[config.mk]
export PLATFORM = sky130hd
export DESIGN_NAME = key_onehot_scanner
export DESIGN_NICKNAME = d
export VERILOG_FILES = /design/src/rtl/key_onehot_scanner_pkg.sv /design/src/rtl/key_onehot_scanner_debounce_bit.sv /design/src/rtl/key_onehot_scanner.sv
export SDC_FILE = /design/constraint.sdc
export NUM_CORES = 1
export LEC_CHECK = 0
export ABC_AREA = 1
export CORE_MARGIN = 5
export CORE_UTILIZATION = 35
export CTS_BUF_LIST = sky130_fd_sc_hd__clkbuf_16
export DETAILED_ROUTE_END_ITERATION = 10
export GPL_TIMING_DRIVEN = 0
export SETUP_SLACK_MARGIN = 0.2
export SYNTH_ARGS = -nofsm -noshare
export SYNTH_HDL_FRONTEND = slang
export SYNTH_SLANG_ARGS = --single-unit
[constraint.sdc]
create_clock -name clk -period 1.2 [get_ports clk]
set_input_delay 0.18 -clock clk [delete_from_list [all_inputs] [get_ports clk]]
set_output_delay 0.18 -clock clk [all_outputs]
set_load 0.05 [all_outputs]
[src/rtl/key_onehot_scanner_pkg.sv]
// Shared constants for the key one-hot scanner: FSM encoding, default
// debounce depth and the fixed-priority request pick.
package key_onehot_scanner_pkg;

    typedef enum logic [1:0] {
        ST_IDLE    = 2'd0,
        ST_HOLD    = 2'd1,
        ST_RELEASE = 2'd2
    } scan_state_t;

    localparam int DEFAULT_DEBOUNCE_CYCLES = 4;
    localparam int DEFAULT_CNT_W           = 4;
    localparam int NUM_KEYS                = 4;

    // Highest index wins: I3 > I2 > I1 > I0.
    function automatic logic [3:0] pick_highest(input logic [3:0] req);
        logic [3:0] pick;
        if (req[3]) begin
            pick = 4'b1000;
        end else if (req[2]) begin
            pick = 4'b0100;
        end else if (req[1]) begin
            pick = 4'b0010;
        end else if (req[0]) begin
            pick = 4'b0001;
        end else begin
            pick = 4'b0000;
        end
        return pick;
    endfunction

endpackage

[src/rtl/key_onehot_scanner_debounce_bit.sv]
// One key line: 2-flop synchronizer, counter debounce and a registered
// single-cycle press pulse aligned with the debounced rising edge.
module debounce_bit
    import key_onehot_scanner_pkg::*;
#(
    parameter int DEBOUNCE_CYCLES = DEFAULT_DEBOUNCE_CYCLES,
    parameter int CNT_W           = DEFAULT_CNT_W
) (
    input  logic clk,
    input  logic rst_n,
    input  logic din,
    output logic dout,
    output logic rise
);

    localparam logic [CNT_W-1:0] CNT_LAST = CNT_W'(DEBOUNCE_CYCLES - 1);
    localparam logic [CNT_W-1:0] CNT_ZERO = {CNT_W{1'b0}};
    localparam logic [CNT_W-1:0] CNT_ONE  = CNT_W'(1);

    logic             sync1_r;
    logic             sync2_r;
    logic             deb_r;
    logic             rise_r;
    logic [CNT_W-1:0] cnt_r;
    logic             at_last_s;

    assign at_last_s = (cnt_r == CNT_LAST);

    // Synchronize, then accept a level only after DEBOUNCE_CYCLES mismatching samples.
    always_ff @(posedge clk or negedge rst_n) begin
        if (!rst_n) begin
            sync1_r <= 1'b0;
            sync2_r <= 1'b0;
            deb_r   <= 1'b0;
            rise_r  <= 1'b0;
            cnt_r   <= CNT_ZERO;
        end else begin
            sync1_r <= din;
            sync2_r <= sync1_r;
            if (sync2_r != deb_r) begin
                if (at_last_s) begin
                    deb_r  <= sync2_r;
                    cnt_r  <= CNT_ZERO;
                    rise_r <= sync2_r;
                end else begin
                    cnt_r  <= cnt_r + CNT_ONE;
                    rise_r <= 1'b0;
                end
            end else begin
                cnt_r  <= CNT_ZERO;
                rise_r <= 1'b0;
            end
        end
    end

    assign dout = deb_r;
    assign rise = rise_r;

endmodule

[src/rtl/key_onehot_scanner.sv]
// Four debounced key lines feeding a capture/hold/release FSM that presents
// one prioritized request as a registered one-hot word until acknowledged.
module key_onehot_scanner
    import key_onehot_scanner_pkg::*;
#(
    parameter int DEBOUNCE_CYCLES = DEFAULT_DEBOUNCE_CYCLES,
    parameter int CNT_W           = DEFAULT_CNT_W
) (
    input  logic       clk,
    input  logic       rst_n,
    input  logic [3:0] key_in,
    output logic [3:0] onehot_out,
    output logic       valid,
    input  logic       ack
);

    logic [3:0]  deb_s;
    logic [3:0]  rise_s;
    scan_state_t state_r;
    logic [3:0]  onehot_r;
    logic        valid_r;

    for (genvar i = 0; i < NUM_KEYS; i++) begin : g_key
        debounce_bit #(
            .DEBOUNCE_CYCLES (DEBOUNCE_CYCLES),
            .CNT_W           (CNT_W)
        ) u_debounce (
            .clk   (clk),
            .rst_n (rst_n),
            .din   (key_in[i]),
            .dout  (deb_s[i]),
            .rise  (rise_s[i])
        );
    end

    // Capture one press, hold it until ack, then wait for every key to be released.
    always_ff @(posedge clk or negedge rst_n) begin
        if (!rst_n) begin
            state_r  <= ST_IDLE;
            onehot_r <= 4'b0000;
            valid_r  <= 1'b0;
        end else begin
            case (state_r)
                ST_IDLE: begin
                    if (rise_s != 4'b0000) begin
                        onehot_r <= pick_highest(rise_s);
                        valid_r  <= 1'b1;
                        state_r  <= ST_HOLD;
                    end else begin
                        onehot_r <= 4'b0000;
                        valid_r  <= 1'b0;
                    end
                end
                ST_HOLD: begin
                    if (ack) begin
                        onehot_r <= 4'b0000;
                        valid_r  <= 1'b0;
                        state_r  <= ST_RELEASE;
                    end else begin
                        onehot_r <= onehot_r;
                        valid_r  <= valid_r;
                    end
                end
                ST_RELEASE: begin
                    onehot_r <= 4'b0000;
                    valid_r  <= 1'b0;
                    if (deb_s == 4'b0000) begin
                        state_r <= ST_IDLE;
                    end else begin
                        state_r <= ST_RELEASE;
                    end
                end
                default: begin
                    onehot_r <= 4'b0000;
                    valid_r  <= 1'b0;
                    state_r  <= ST_IDLE;
                end
            endcase
        end
    end

    assign onehot_out = onehot_r;
    assign valid      = valid_r;

endmodule
==> metrics <==
maximum fanout along the worst path=2; number of setup violations in the final report=0; post-synthesis xor/xnor area fraction=between 4 and 5%; power density over cell area=between 2000 and 2500 nW/um^2; relative contribution of combinational cells to total power=about 34%; number of enable flip-flop cells after synthesis=0; Worst path slowest cell=sky130_fd_sc_hd__dfrtp_1; worst slew pin tran=about 0.84 ns; final cycle utilization of the critical path=84.27%; net count after synthesis=~150; largest net degree at the start of global routing=40; Starting DRT DRC Count=44; portion of netlist area occupied by mux cells=0%; detailed-route wire length=~2.7 mm; number of vias per cell=around 4.7; leakage power=0.9796 nW; average wire length per cell after detail routing=approximately 12 um; Power, Total=about 4.7 mW; library cell with the largest summed area after synthesis=sky130_fd_sc_hd__dfrtp_1; headroom to the max-slew limit=between 40% and 50%; largest voltage drop on the vdd net=0.0009963 V; overall via count from detail_route=roughly 1000; element type at the critical path end=output pin; leftover overflow at the end of global routing=0; maximum frequency from static timing analysis=988.8 MHz; post-DP HPWL=roughly 1.7 mm; latest clock arrival within the worst-skew pair=between 0.2 and 0.3 ns; YS warnings=0; floorplan die area=about 5700 um^2; portion of synthesized cell area occupied by the leading cell type=~64%; Root Buffer=sky130_fd_sc_hd__clkbuf_16; diode count=0; Synth Instances=between 100 and 150; deepest level of the CTS H-tree=2; clock-pin slew of the registers on the worst-case setup and hold paths=about 0.050 ns; via count of the first global-routing pass=~1000; number of buffers added by the clock tree synthesis step=5; largest cells by area after synthesis=sky130_fd_sc_hd__dfrtp_1, sky130_fd_sc_hd__nor2_1, sky130_fd_sc_hd__nand2_1; switch share=roughly 33%; number of library cell types mapped by synthesis=20; final net count=~180; number of buffers added to fix hold violations after cts=0; Synth Flop Type=sky130_fd_sc_hd__dfrtp_1; die height=75.80 um; number of I/O pins=12; Initial Util=between 30% and 40%; worst-path cell chain=buf_6; CTS tree=done; syn avg cell area=between 10 and 15 um^2; share of synthesized cell area in and, or, nand and nor gates=22.63%; sequential cell fraction of total power=approximately two fifths; Residual DRC=0; GP Congestion=just over 0.7; largest delay contributor family on the critical path=flip-flops; Max stage delay on crit path=about 0.4 ns; Layout Cells excl Fill=225; synthesis-stage register bit count=39; maximum clock path buffer count=2; Compound-Gate Fraction of Synth Area=under 10%; global router's overall resource usage=about a tenth; Port Buffer Count=11; share of flip-flops with an asynchronous set or reset after synthesis=between 90% and 100%; standard-cell rows=24; pins over their slew limit=0; outcome=completed; reported net switching power=1.536 mW; cell area reported after detailed placement=between 1500 and 2000 um^2; RSZ-0062 raised after global routing=yes; class of the tightest hold or removal check=in2async; horizontal die dimension=75.80 um; cell area after synthesis=approximately 1500 um^2; proportion of layout cells with a drive suffix above 1=~33%; area of the placeable core=around 4300 um^2; sequential area share after synthesis=64.41%; Post-Route Skew=~0.0021 ns; post-synthesis adder-cell area fraction=3.303%; number of buffer and inverter stages on the critical path=1; antenna violations before repair=0; internal portion of total power=between 3 and 4 mW; DRT Pass-1 Iters=4; global-route wire length before repair=4.353 mm; critical path startpoint category=register; Post-DRT Antenna Nets=0; main combinational cell family by area after synthesis=simple AND/OR/NAND/NOR gates; final number of hold-violating endpoints=0; cell count after placement=~200; Sinks on Clock Net=39; worst endpoint data arrival time=between 0.8 and 0.9 ns; post-route standard cell area excluding fillers=2082 um^2; Clk pwr share=about a quarter; class of the most critical setup path=reg2out; required time of the critical path=1.02 ns; final hold slack=0.01504 ns; layout-stage area growth over the synthesis result=37.41%; Finished Core Util=between 40% and 50%; maxcap violations=0; final critical delay including setup and external delays=1.011 ns
## synthesized netlist by cell type, types with 2 or more instances
cell type                 instances
sky130_fd_sc_hd__and3_1           3
sky130_fd_sc_hd__dfrtp_1         39
sky130_fd_sc_hd__ha_1             4
sky130_fd_sc_hd__inv_1            8
sky130_fd_sc_hd__nand2_1         22
sky130_fd_sc_hd__nand2_2          3
sky130_fd_sc_hd__nand3_1         14
sky130_fd_sc_hd__nor2_1          23
sky130_fd_sc_hd__nor2_2           2
sky130_fd_sc_hd__nor3_1           3
sky130_fd_sc_hd__o21ai_0          6
sky130_fd_sc_hd__or2_2            2
sky130_fd_sc_hd__xnor2_1          4
sky130_fd_sc_hd__xor2_1           4
## area by class of cell
type | instances | area (um^2)
clock buffer | 5 | 125.1
clock inverter | 2 | 8.758
fill | 389 | 2182
inverter | 9 | 33.78
multi-input combinational | 95 | 655.6
sequential | 39 | 975.9
tap | 52 | 65.06
timing repair buffer | 23 | 217.7
## cell families after synthesis
| group | count (synthesis) |
|---|---|
| xor gates and xnor gates | 8 |
| AOI/OAI and AO/OA | 8 |
| DFF | 39 |
| adders and majority gates | 4 |
| and+or+nand+nor | 75 |
| buffers and inverters | 9 |
## what timing repair did
action	4_1_cts	5_1_grt
gates cloned	0	0
gates resized for setup	48	24
hold endpoints to repair	0	0
setup endpoints to repair	19	27
pin swaps	2	7
setup buffers	6	6
## path summary, 6_finish.rpt
path | from | endpoint | slack, ns | cells after the start
worst max register to register | g_key[2].u_debounce.cnt_r[0] | g_key[2].u_debounce.cnt_r[2] | 0.23 | 3
worst min register to register | g_key[0].u_debounce.sync1_r | g_key[0].u_debounce.sync2_r | 0.35 | 0
worst max-delay path | onehot_out[2] | onehot_out[2] | 0.19 | 1
worst min-delay path | rst_n | g_key[0].u_debounce.cnt_r[0] | 0.02 | 1
max in group asynchronous | rst_n | g_key[1].u_debounce.cnt_r[0] | 0.65 | 1
min in group clk | key_in[1] | g_key[1].u_debounce.sync1_r | 0.34 | 1
## placed cells by master (no fill, tap or decap), drive strengths merged, types with 5 or more instances in the layout
cell,count
dfrtp,39
nor2,26
nand2,25
buf,18
nand3,14
inv,9
o21ai,6
clkbuf,5
clkdlybuf4s50,5
## registers in the layout, summed over array words and instances (netlist names)
signal                    cells
g_key.u_debounce.sync2_r      4
g_key.u_debounce.rise         4
onehot_out                    4
state_r                       2
g_key.u_debounce.sync1_r      4
valid                         1
g_key.u_debounce.dout         4
g_key.u_debounce.cnt_r       16
## through the flow
stage                     setup slack, ns  setup TNS, ns
final                              0.1887              0
after CTS                          0.1770              0
after floorplan                    0.2337              0
after global placement            -0.8726         -34.57
after global routing               0.1581              0
after detailed placement          -0.1376        -0.6298
## routing by layer
metal	part of all wire (%)	wire length (um)	vias up	track usage (%)
met5	0	0	-	0
met4	2.0	55	0	4.660
met3	4.4	118	7	3.958
met2	54	1445	13	17.11
met1	40	1070	510	11.66
li1	-	-	518	-
## power by group through the flow
| stage | logic (mW) | registers (mW) | clock network (mW) |
|---|---|---|---|
| floorplan | 0.661 | 1.91 | 0 |
| global placement | 0.935 | 1.86 | 0 |
| detailed placement | 0.976 | 1.89 | 0 |
| CTS | 1.23 | 1.88 | 1.23 |
| global route | 1.75 | 1.96 | 1.29 |
| finish | 1.59 | 1.92 | 1.20 |
No activity file was read; power rests on OpenSTA's default activity.
